<file path="src/rtl/mult_sequencer.sv">
// Iterative signed shift-add multiplier owning the HI/LO pair for MULT/MFLO.
// Latency: start sampled at E0, done pulses in the cycle after edge E0+WIDTH.
// No backpressure: start is ignored while busy; hi/lo hold the last product.
module mult_sequencer #(
   parameter int WIDTH = 32,
   parameter int CNTW  = 6
) (
   input  logic             clk,
   input  logic             reset,
   input  logic             start,
   input  logic [WIDTH-1:0] a,
   input  logic [WIDTH-1:0] b,
   output logic             busy,
   output logic             done,
   output logic [WIDTH-1:0] hi,
   output logic [WIDTH-1:0] lo
);

   typedef enum logic [1:0] {
      IDLE = 2'd0,
      RUN  = 2'd1,
      DONE = 2'd2
   } state_t;

   localparam logic [CNTW-1:0]  LAST = CNTW'(WIDTH - 1);
   localparam logic [WIDTH-1:0] ONE  = WIDTH'(1);

   state_t             state;
   logic [WIDTH-1:0]   mcand;
   logic [WIDTH-1:0]   mplier;
   logic [2*WIDTH-1:0] acc;
   logic [CNTW-1:0]    count;
   logic               neg;

   logic [WIDTH-1:0]   a_mag;
   logic [WIDTH-1:0]   b_mag;
   logic [WIDTH:0]     sum;
   logic [2*WIDTH-1:0] acc_next;
   logic [2*WIDTH-1:0] product;

   // An unsigned W-bit magnitude represents |-2^(W-1)| exactly.
   always_comb begin
      a_mag    = a[WIDTH-1] ? (~a + ONE) : a;
      b_mag    = b[WIDTH-1] ? (~b + ONE) : b;
      sum      = {1'b0, acc[2*WIDTH-1:WIDTH]} + {1'b0, (mplier[0] ? mcand : '0)};
      acc_next = {sum, acc[WIDTH-1:1]};
      product  = neg ? (~acc_next + 1'b1) : acc_next;
   end

   always_ff @(posedge clk or negedge reset) begin
      if (!reset) begin
         state  <= IDLE;
         mcand  <= '0;
         mplier <= '0;
         acc    <= '0;
         count  <= '0;
         neg    <= 1'b0;
         busy   <= 1'b0;
         done   <= 1'b0;
         hi     <= '0;
         lo     <= '0;
      end else begin
         case (state)
            IDLE, DONE: begin
               if (start) begin
                  state  <= RUN;
                  mcand  <= a_mag;
                  mplier <= b_mag;
                  neg    <= a[WIDTH-1] ^ b[WIDTH-1];
                  acc    <= '0;
                  count  <= '0;
                  busy   <= 1'b1;
               end else begin
                  state  <= IDLE;
                  busy   <= 1'b0;
               end
               done <= 1'b0;
            end
            RUN: begin
               acc    <= acc_next;
               mplier <= mplier >> 1;
               count  <= count + 1'b1;
               if (count == LAST) begin
                  state        <= DONE;
                  busy         <= 1'b0;
                  done         <= 1'b1;
                  {hi, lo}     <= product;
               end
            end
            default: begin
               state <= IDLE;
               busy  <= 1'b0;
               done  <= 1'b0;
            end
         endcase
      end
   end

endmodule

</file>
<file path="config.mk">
export PLATFORM = sky130hd
export DESIGN_NAME = mult_sequencer
export DESIGN_NICKNAME = d
export VERILOG_FILES = /design/src/rtl/mult_sequencer.sv
export SDC_FILE = /design/constraint.sdc
export NUM_CORES = 1
export LEC_CHECK = 0
export CAP_MARGIN = 10
export CORE_AREA = 2 2 151 153
export DETAILED_ROUTE_END_ITERATION = 6
export DIE_AREA = 0 0 153 155
export GPL_TIMING_DRIVEN = 0
export PLACE_DENSITY = 0.79
export SLEW_MARGIN = 20
export SYNTH_ARGS = -nofsm -noshare
export SYNTH_HDL_FRONTEND = slang
export SYNTH_SLANG_ARGS = --single-unit
</file>
<file path="constraint.sdc">
create_clock -name clk -period 11.8 [get_ports clk]
set_input_delay 2.36 -clock clk [delete_from_list [all_inputs] [get_ports clk]]
set_output_delay 2.36 -clock clk [all_outputs]
set_load 0.02 [all_outputs]
</file>
==> impl_metrics.ini, run 1 <==
[clock_network]
cts_buffers = 17
clk_path_buf_depth = 2
cts_root_buf = clkbuf_16
insertion_delay_ns = 0.44
cts_resized = 0
cts_hold_buf = 0
numClockSinks = 200
clk_pin_slew_ns = 0.08
cts_setup_buffers = 0
htree_levels = 4
cts_tree = built

[logic_synthesis]
synth_edf_count = 0
synth_flop_cell = dfrtp_1
syn_area_um2 = 12000
syn_inst = 1330
ys_seq_area_share_pct = 41.6
synth_async_sr_flop_share_pct = 100
synth.net_count = 1434
ys_ff_latch = 200
synth.distinct_cells = 67
yosys_warnings = 0
syn_avg_cell_area_um2 = 9.05

[timing]
timing.slew.headroom_pct = 38.4
finalClockSkew_ns = 0.0103
fmax_mhz = 194
hold_violations = 0
rsz0062_at_grt = false
final.setup.worst_slack_ns = 6.65
setup_tns_ns = 0
worst_pin_slew_ns = 0.922
setup_viol = 0
fin_crit_sh_pct = 43.7
slew_viol_final = 0
fin_crit_ns = 5.15

[final_layout]
drive_above_1_share_pct = 3.54
fin_nets = 1587
syn_to_final_growth_pct = 19.8
fill_cells = 1891
final_util_pct = 64.9
diodes = 0

[setup_path]
cp.required_ns = 12.11
critPathMaxFanout = 10
start_kind = flip-flop
criticalPathCategory = reg -> reg
end_kind = flip-flop
worst_ep_arrival_time_ns = 5.46

[floorplan]
row_count = 55
io_pins = 133
initial_core_util_pct = 54.2
die_h_um = 155
die_x_um = 153
dieArea_um2 = 23700
core_region_area_um2 = 22200

[power_and_ir_drop]
power_switching_mw = 1.72
p_int_mw = 2.13
p_leak_nw = 6.10
power_frac_clock_pct = 16.5
p_seq_share_pct = 30.1
p_sw_share_pct = 44.6
combPwrFrac_pct = 53.4
ir_drop_v = 0.000101
pwr_density_cell_nw_per_um2 = 267

[global_route]
grt_pass1_vias = 10000
antenna_found_initial = 0
groute.usage.overall_pct = 27.1
grt_max_degree = 77
grt_pass1_wl_mm = 52.1
grt_remaining_overflow = 0

[place]
routabilityCongestion = 0.933
numPortBuffers = 132
dpl.hpwl_mm = 24.4
pre_cts_slack_ns = 6.29

[detailed_routing]
drc = 0
first_pass_iters = 5
via_count = 10700
finalWirelength_mm = 31.9
drt_iter0_drc = 952
vias_per_cell = 6.01
routedWlPerCell_um = 17.9
ant_nets = 0

[hold_path]
hold_class = reg -> reg

[flow_run]
drv_cap = 0

[run_status]
status = finished clean
-- final cells by class --
type                    instances  area, µm²  share of cell area [%]
well taps                     285        357                    2.47
inverters                      16       61.3                   0.425
clock inverters                14        213                    1.48
multi-input cells            1035       6670                    46.3
flip-flops and latches        200       5000                    34.7
plain buffers                  79        299                    2.07
clock buffers                  18        429                    2.98
repair buffers                134       1380                    9.58
-- routing by layer --
metal	routed length, µm	part of all wire (%)	global-route usage, %
met1	14600	46	37.9
met2	14800	46	44.5
met3	2010	6.3	4.32
met4	477	1.5	6.66
met5	0	0	0
-- power by group through the flow --
stage               clock network (mW)  logic (mW)  registers (mW)
floorplan                            0        1.34            1.21
global placement                     0        1.97            1.16
detailed placement                   0        2.02            1.17
CTS                              0.639        2.04            1.16
global route                     0.667        2.27            1.20
finish                           0.634        2.06            1.16
-- sequential cells by signal, indices dropped and copies added, names as in the netlist --
signal and cells:
mcand 32, acc 63, count 6, busy 1, mplier 32, lo 32
done 1, hi 32, neg 1
-- through the flow --
stage                     cell area [µm²]  hold WS [ns]  power [mW]  std cells
final                               14400         0.476        3.85       1781
after CTS                           14400         0.478        3.84       1781
after detailed placement            13800         0.463        3.19       1749
after floorplan                     12000         0.435        2.55       1330
after global placement              13700         0.454        3.13       1747
after global routing                14400         0.501        4.13       1781
-- logic make-up after synthesis --
logic type / synth area share [%]
AOI/OAI and AO/OA: 24.5
xor gates and xnor gates: 10.2
adders and majority gates: 3.91
buffers and inverters: 2.99
DFF: 41.6
muxes: 0.509
and+or+nand+nor: 16.3
-- cell usage in the layout (no fill, tap or decap), types with 13 or more instances in the layout --
master	n
dfrtp_1	200
o21ai_0	194
nand2_1	184
clkdlybuf4s50_1	131
xor2_1	109
clkbuf_1	71
a22o_1	54
a21oi_1	49
o31ai_1	41
and2_1	39
nor2_1	37
or3_1	37
ha_1	36
a22oi_1	33
xnor2_1	31
clkbuf_16	17
nand4_1	16
nor3_1	16
inv_1	15
nand3_1	13
or4_1	13
o41ai_1	13
-- critical path, cell delays in order, from the launching register on --
cell       delay (ns)
dfrtp_1          0.47
clkbuf_1         0.21
and2_1           0.21
ha_1             0.22
fa_1             0.40
a21o_1           0.21
a221o_1          0.39
a21oi_1          0.31
o21ai_0          0.15
xor2_1           0.26
a2111oi_1        0.76
nand4_1          0.54
o41ai_1          0.59
xnor2_1          0.19
o21ai_1          0.08
-- worst paths after layout --
| check | startpoint | end | slack, ns | cells after the start |
|---|---|---|---|---|
| hold / removal | mcand[8] | mcand[8] | 0.48 | 2 |
| setup reg to reg | mplier[0] | hi[28] | 6.65 | 14 |
| hold reg to reg | mcand[8] | mcand[8] | 0.48 | 2 |
| max in group asynchronous | reset | acc[50] | 8.90 | 3 |
| setup / recovery | mplier[0] | hi[28] | 6.65 | 14 |
| min in group asynchronous | reset | lo[24] | 1.82 | 1 |
-- cells in the mapped netlist (3+ instances only) --
master     number  area, µm²
a211oi_1        3       22.5
a21o_1         11       82.6
a21oi_1        49        245
a221o_1         4       40.0
a22o_1         54        473
a22oi_1        33        248
and2_1         39        244
buf_1           7       26.3
clkbuf_1       70        263
dfrtp_1       200       5000
ha_1           36        450
inv_1          15       56.3
mux2i_1         5       50.1
nand2_1       184        691
nand2b_1        5       31.3
nand3_1        13       65.1
nand4_1        16        100
nor2_1         37        139
nor2b_1         8       50.1
nor3_1         16       80.1
nor4_1          7       43.8
o2111ai_1       3       26.3
o211a_1         3       30.0
o211ai_1        3       22.5
o21a_1          9       67.6
o21ai_0       194        971
o21ai_1         8       40.0
o21bai_1        4       30.0
o31a_1          3       26.3
o31ai_1        41        308
o41ai_1        13        114
or2_2           3       18.8
or3_1          37        231
or4_1          13       97.6
or4_4           4       45.0
xnor2_1        31        272
xor2_1        109        955
(Power assumes the default switching activity.)
==> run 2, diff against run 1 <==
--- a/config.mk
+++ b/config.mk
@@ -6,11 +6,11 @@
 export NUM_CORES = 1
 export LEC_CHECK = 0
 export CAP_MARGIN = 10
-export CORE_AREA = 2 2 151 153
+export CORE_AREA = 2 2 156 158
 export DETAILED_ROUTE_END_ITERATION = 6
-export DIE_AREA = 0 0 153 155
+export DIE_AREA = 0 0 158 160
 export GPL_TIMING_DRIVEN = 0
-export PLACE_DENSITY = 0.79
+export PLACE_DENSITY = 0.77
 export SLEW_MARGIN = 20
 export SYNTH_ARGS = -nofsm -noshare
 export SYNTH_HDL_FRONTEND = slang
==> constraint.sdc (replaced) <==
create_clock -name clk -period 4.3 [get_ports clk]
set_input_delay 0.86 -clock clk [delete_from_list [all_inputs] [get_ports clk]]
set_output_delay 0.86 -clock clk [all_outputs]
set_load 0.02 [all_outputs]
==> run 2 against run 1 <==
Compared with the run above:
- first-iteration DRC count fell by 17%
- register-to-register slack got worse by 6.6 ns
- sequential cell count unchanged
- die area up 6.6%
- sequential share of layout area is 0.74 points lower
- global-route usage fell by 1.3 points
- core utilization decreased by 3.0 points
- non-clock buffer count grew 10
- critical path type unchanged
- setup slack worse by 6.6 ns
- via count increased by 0.78%
- combinational power grew to 2.9 times the previous value
- power rose to 2.8 times the previous value
==> impl_metrics.ini, run 2 (synthesis results as in run 1) <==
[final_layout]
diodes = 0
syn_to_final_growth_pct = 22.4
fill_cells = 2095
fin_nets = 1597
mostFrequentLayoutCells = dfrtp_1, o21ai_0, nand2_1
regMostFlops = acc
finalNonFillerCells = 1830
drive_above_1_share_pct = 6.57
largest_register_ffs = 63
mostFrequentLayoutCell = dfrtp_1

[clock_network]
insertion_delay_ns = 0.45
htree_levels = 4
cts_buffers = 17
cts_root_buf = clkbuf_16
clk_pin_slew_ns = 0.08
numClockSinks = 200
cts_hold_buf = 0
cts_tree = built
clk_path_buf_depth = 2

[floorplan]
die_x_um = 158
initial_core_util_pct = 50.5
core_region_area_um2 = 23800
die_h_um = 160
row_count = 57
dieArea_um2 = 25300
io_pins = 133

[setup_path]
max_stage_delay_ns = 0.48
worst_ep_arrival_time_ns = 4.53
crit_path_start = mplier[0]
cp.required_ns = 4.62
end_kind = flip-flop
r2r_start = mplier[0]
path_buf_inv = 2
start_kind = flip-flop
critPathMaxFanout = 10
path_cells = buf_2 > and2_1 > ha_1 > fa_2 > a21o_1 > a221o_2 > a221oi_4 > o21bai_2 > xor2_2 > a2111oi_4 > nand4_1 > buf_4 > o41ai_2 > xnor2_1 > o21ai_1
criticalPathCategory = reg -> reg
cp_top_family = compound AO/OA/AOI/OAI gates
slowest_stage = a221o_2

[timing]
fin_crit_sh_pct = 98.0
setup_viol = 0
worst_pin_slew_ns = 0.775
final.setup.worst_slack_ns = 0.0845
timing.slew.headroom_pct = 48.4
slew_viol_final = 0
finalClockSkew_ns = 0.0136
hold_violations = 0
fmax_mhz = 237
fin_crit_ns = 4.22

[detailed_routing]
ant_nets = 0
first_pass_iters = 5
drt_iter0_drc = 787
routedWlPerCell_um = 17.6
vias_per_cell = 5.89
drc = 0
finalWirelength_mm = 32.3
via_count = 10800

[global_route]
grt_pass1_wl_mm = 52.2
antenna_found_initial = 0
grt_pass1_vias = 10300
grt_remaining_overflow = 0
groute.usage.overall_pct = 25.7
grt_max_degree = 80

[place]
pre_cts_slack_ns = -0.769
numPortBuffers = 132
placedCellCount = 1788
dpl.hpwl_mm = 24.5
routabilityCongestion = 0.900

[power_and_ir_drop]
pwr_density_cell_nw_per_um2 = 730
p_leak_nw = 6.18
ir_drop_v = 0.000292

[run_status]
status = finished clean

[hold_path]
hold_class = in -> async

[flow_run]
drv_cap = 0
run 2: changes by cell type in the layout (fill, tap and decap cells not counted), sizes merged:
cell,change
buf,+12
clkbuf,-3
inv,+2
bufinv,-3
clkinv,+2
run 2: cell type report:
cell class | instances | area [µm²] | area share (%)
inverter | 16 | 61.3 | 0.416
tap | 324 | 405 | 2.75
timing repair buffer | 145 | 1470 | 9.96
sequential | 200 | 5010 | 34.0
buffer | 78 | 300 | 2.04
multi-input combinational | 1035 | 6920 | 46.9
clock buffer | 17 | 425 | 2.89
clock inverter | 15 | 154 | 1.04
run 2: final timing paths:
kind | endpoint | slack [ns] | cells after the start
worst max-delay path | hi[30] | 0.08 | 15
worst max register to register | hi[30] | 0.08 | 15
min in group clk | mcand[6] | 0.47 | 2
worst min-delay path | hi[16] | 0.30 | 1
worst min register to register | mcand[6] | 0.47 | 2
max in group asynchronous | acc[12] | 2.93 | 3
run 2: metal layers:
layer	global-route usage, %	wire [µm]
met1	36.1	14500
met2	41.0	15300
met4	7.29	592
met3	4.59	1900
met5	0	0
run 2: metrics by stage:
step | area [µm²] | hold WS [ns] | util (%) | TNS, ns | total power, mW
CTS | 14600 | 0.318 | 61.1 | 0 | 10.5
detailed placement | 13800 | 0.457 | 58.0 | -7.13 | 8.75
floorplan | 12000 | 0.435 | - | 0 | 6.99
global placement | 13800 | 0.455 | 57.8 | -1160.98 | 8.60
global route | 14700 | 0.336 | 61.9 | -0.275 | 11.5
finish | 14700 | 0.302 | 61.9 | 0 | 10.8
run 2: report_power, final:
part | total, mW | switching [mW] | internal (mW) | leakage [nW]
Sequential | 3.18 | 0.537 | 2.64 | 2.60
Clock | 1.58 | 0.810 | 0.774 | 0.284
Combinational | 5.99 | 3.54 | 2.45 | 3.30
run 2: timing repair:
action                     CTS  global route
pin swaps                    3             6
gates resized for setup     20            30
cloned                       0             0
buffers inserted             4             7
setup endpoints to repair   17            18
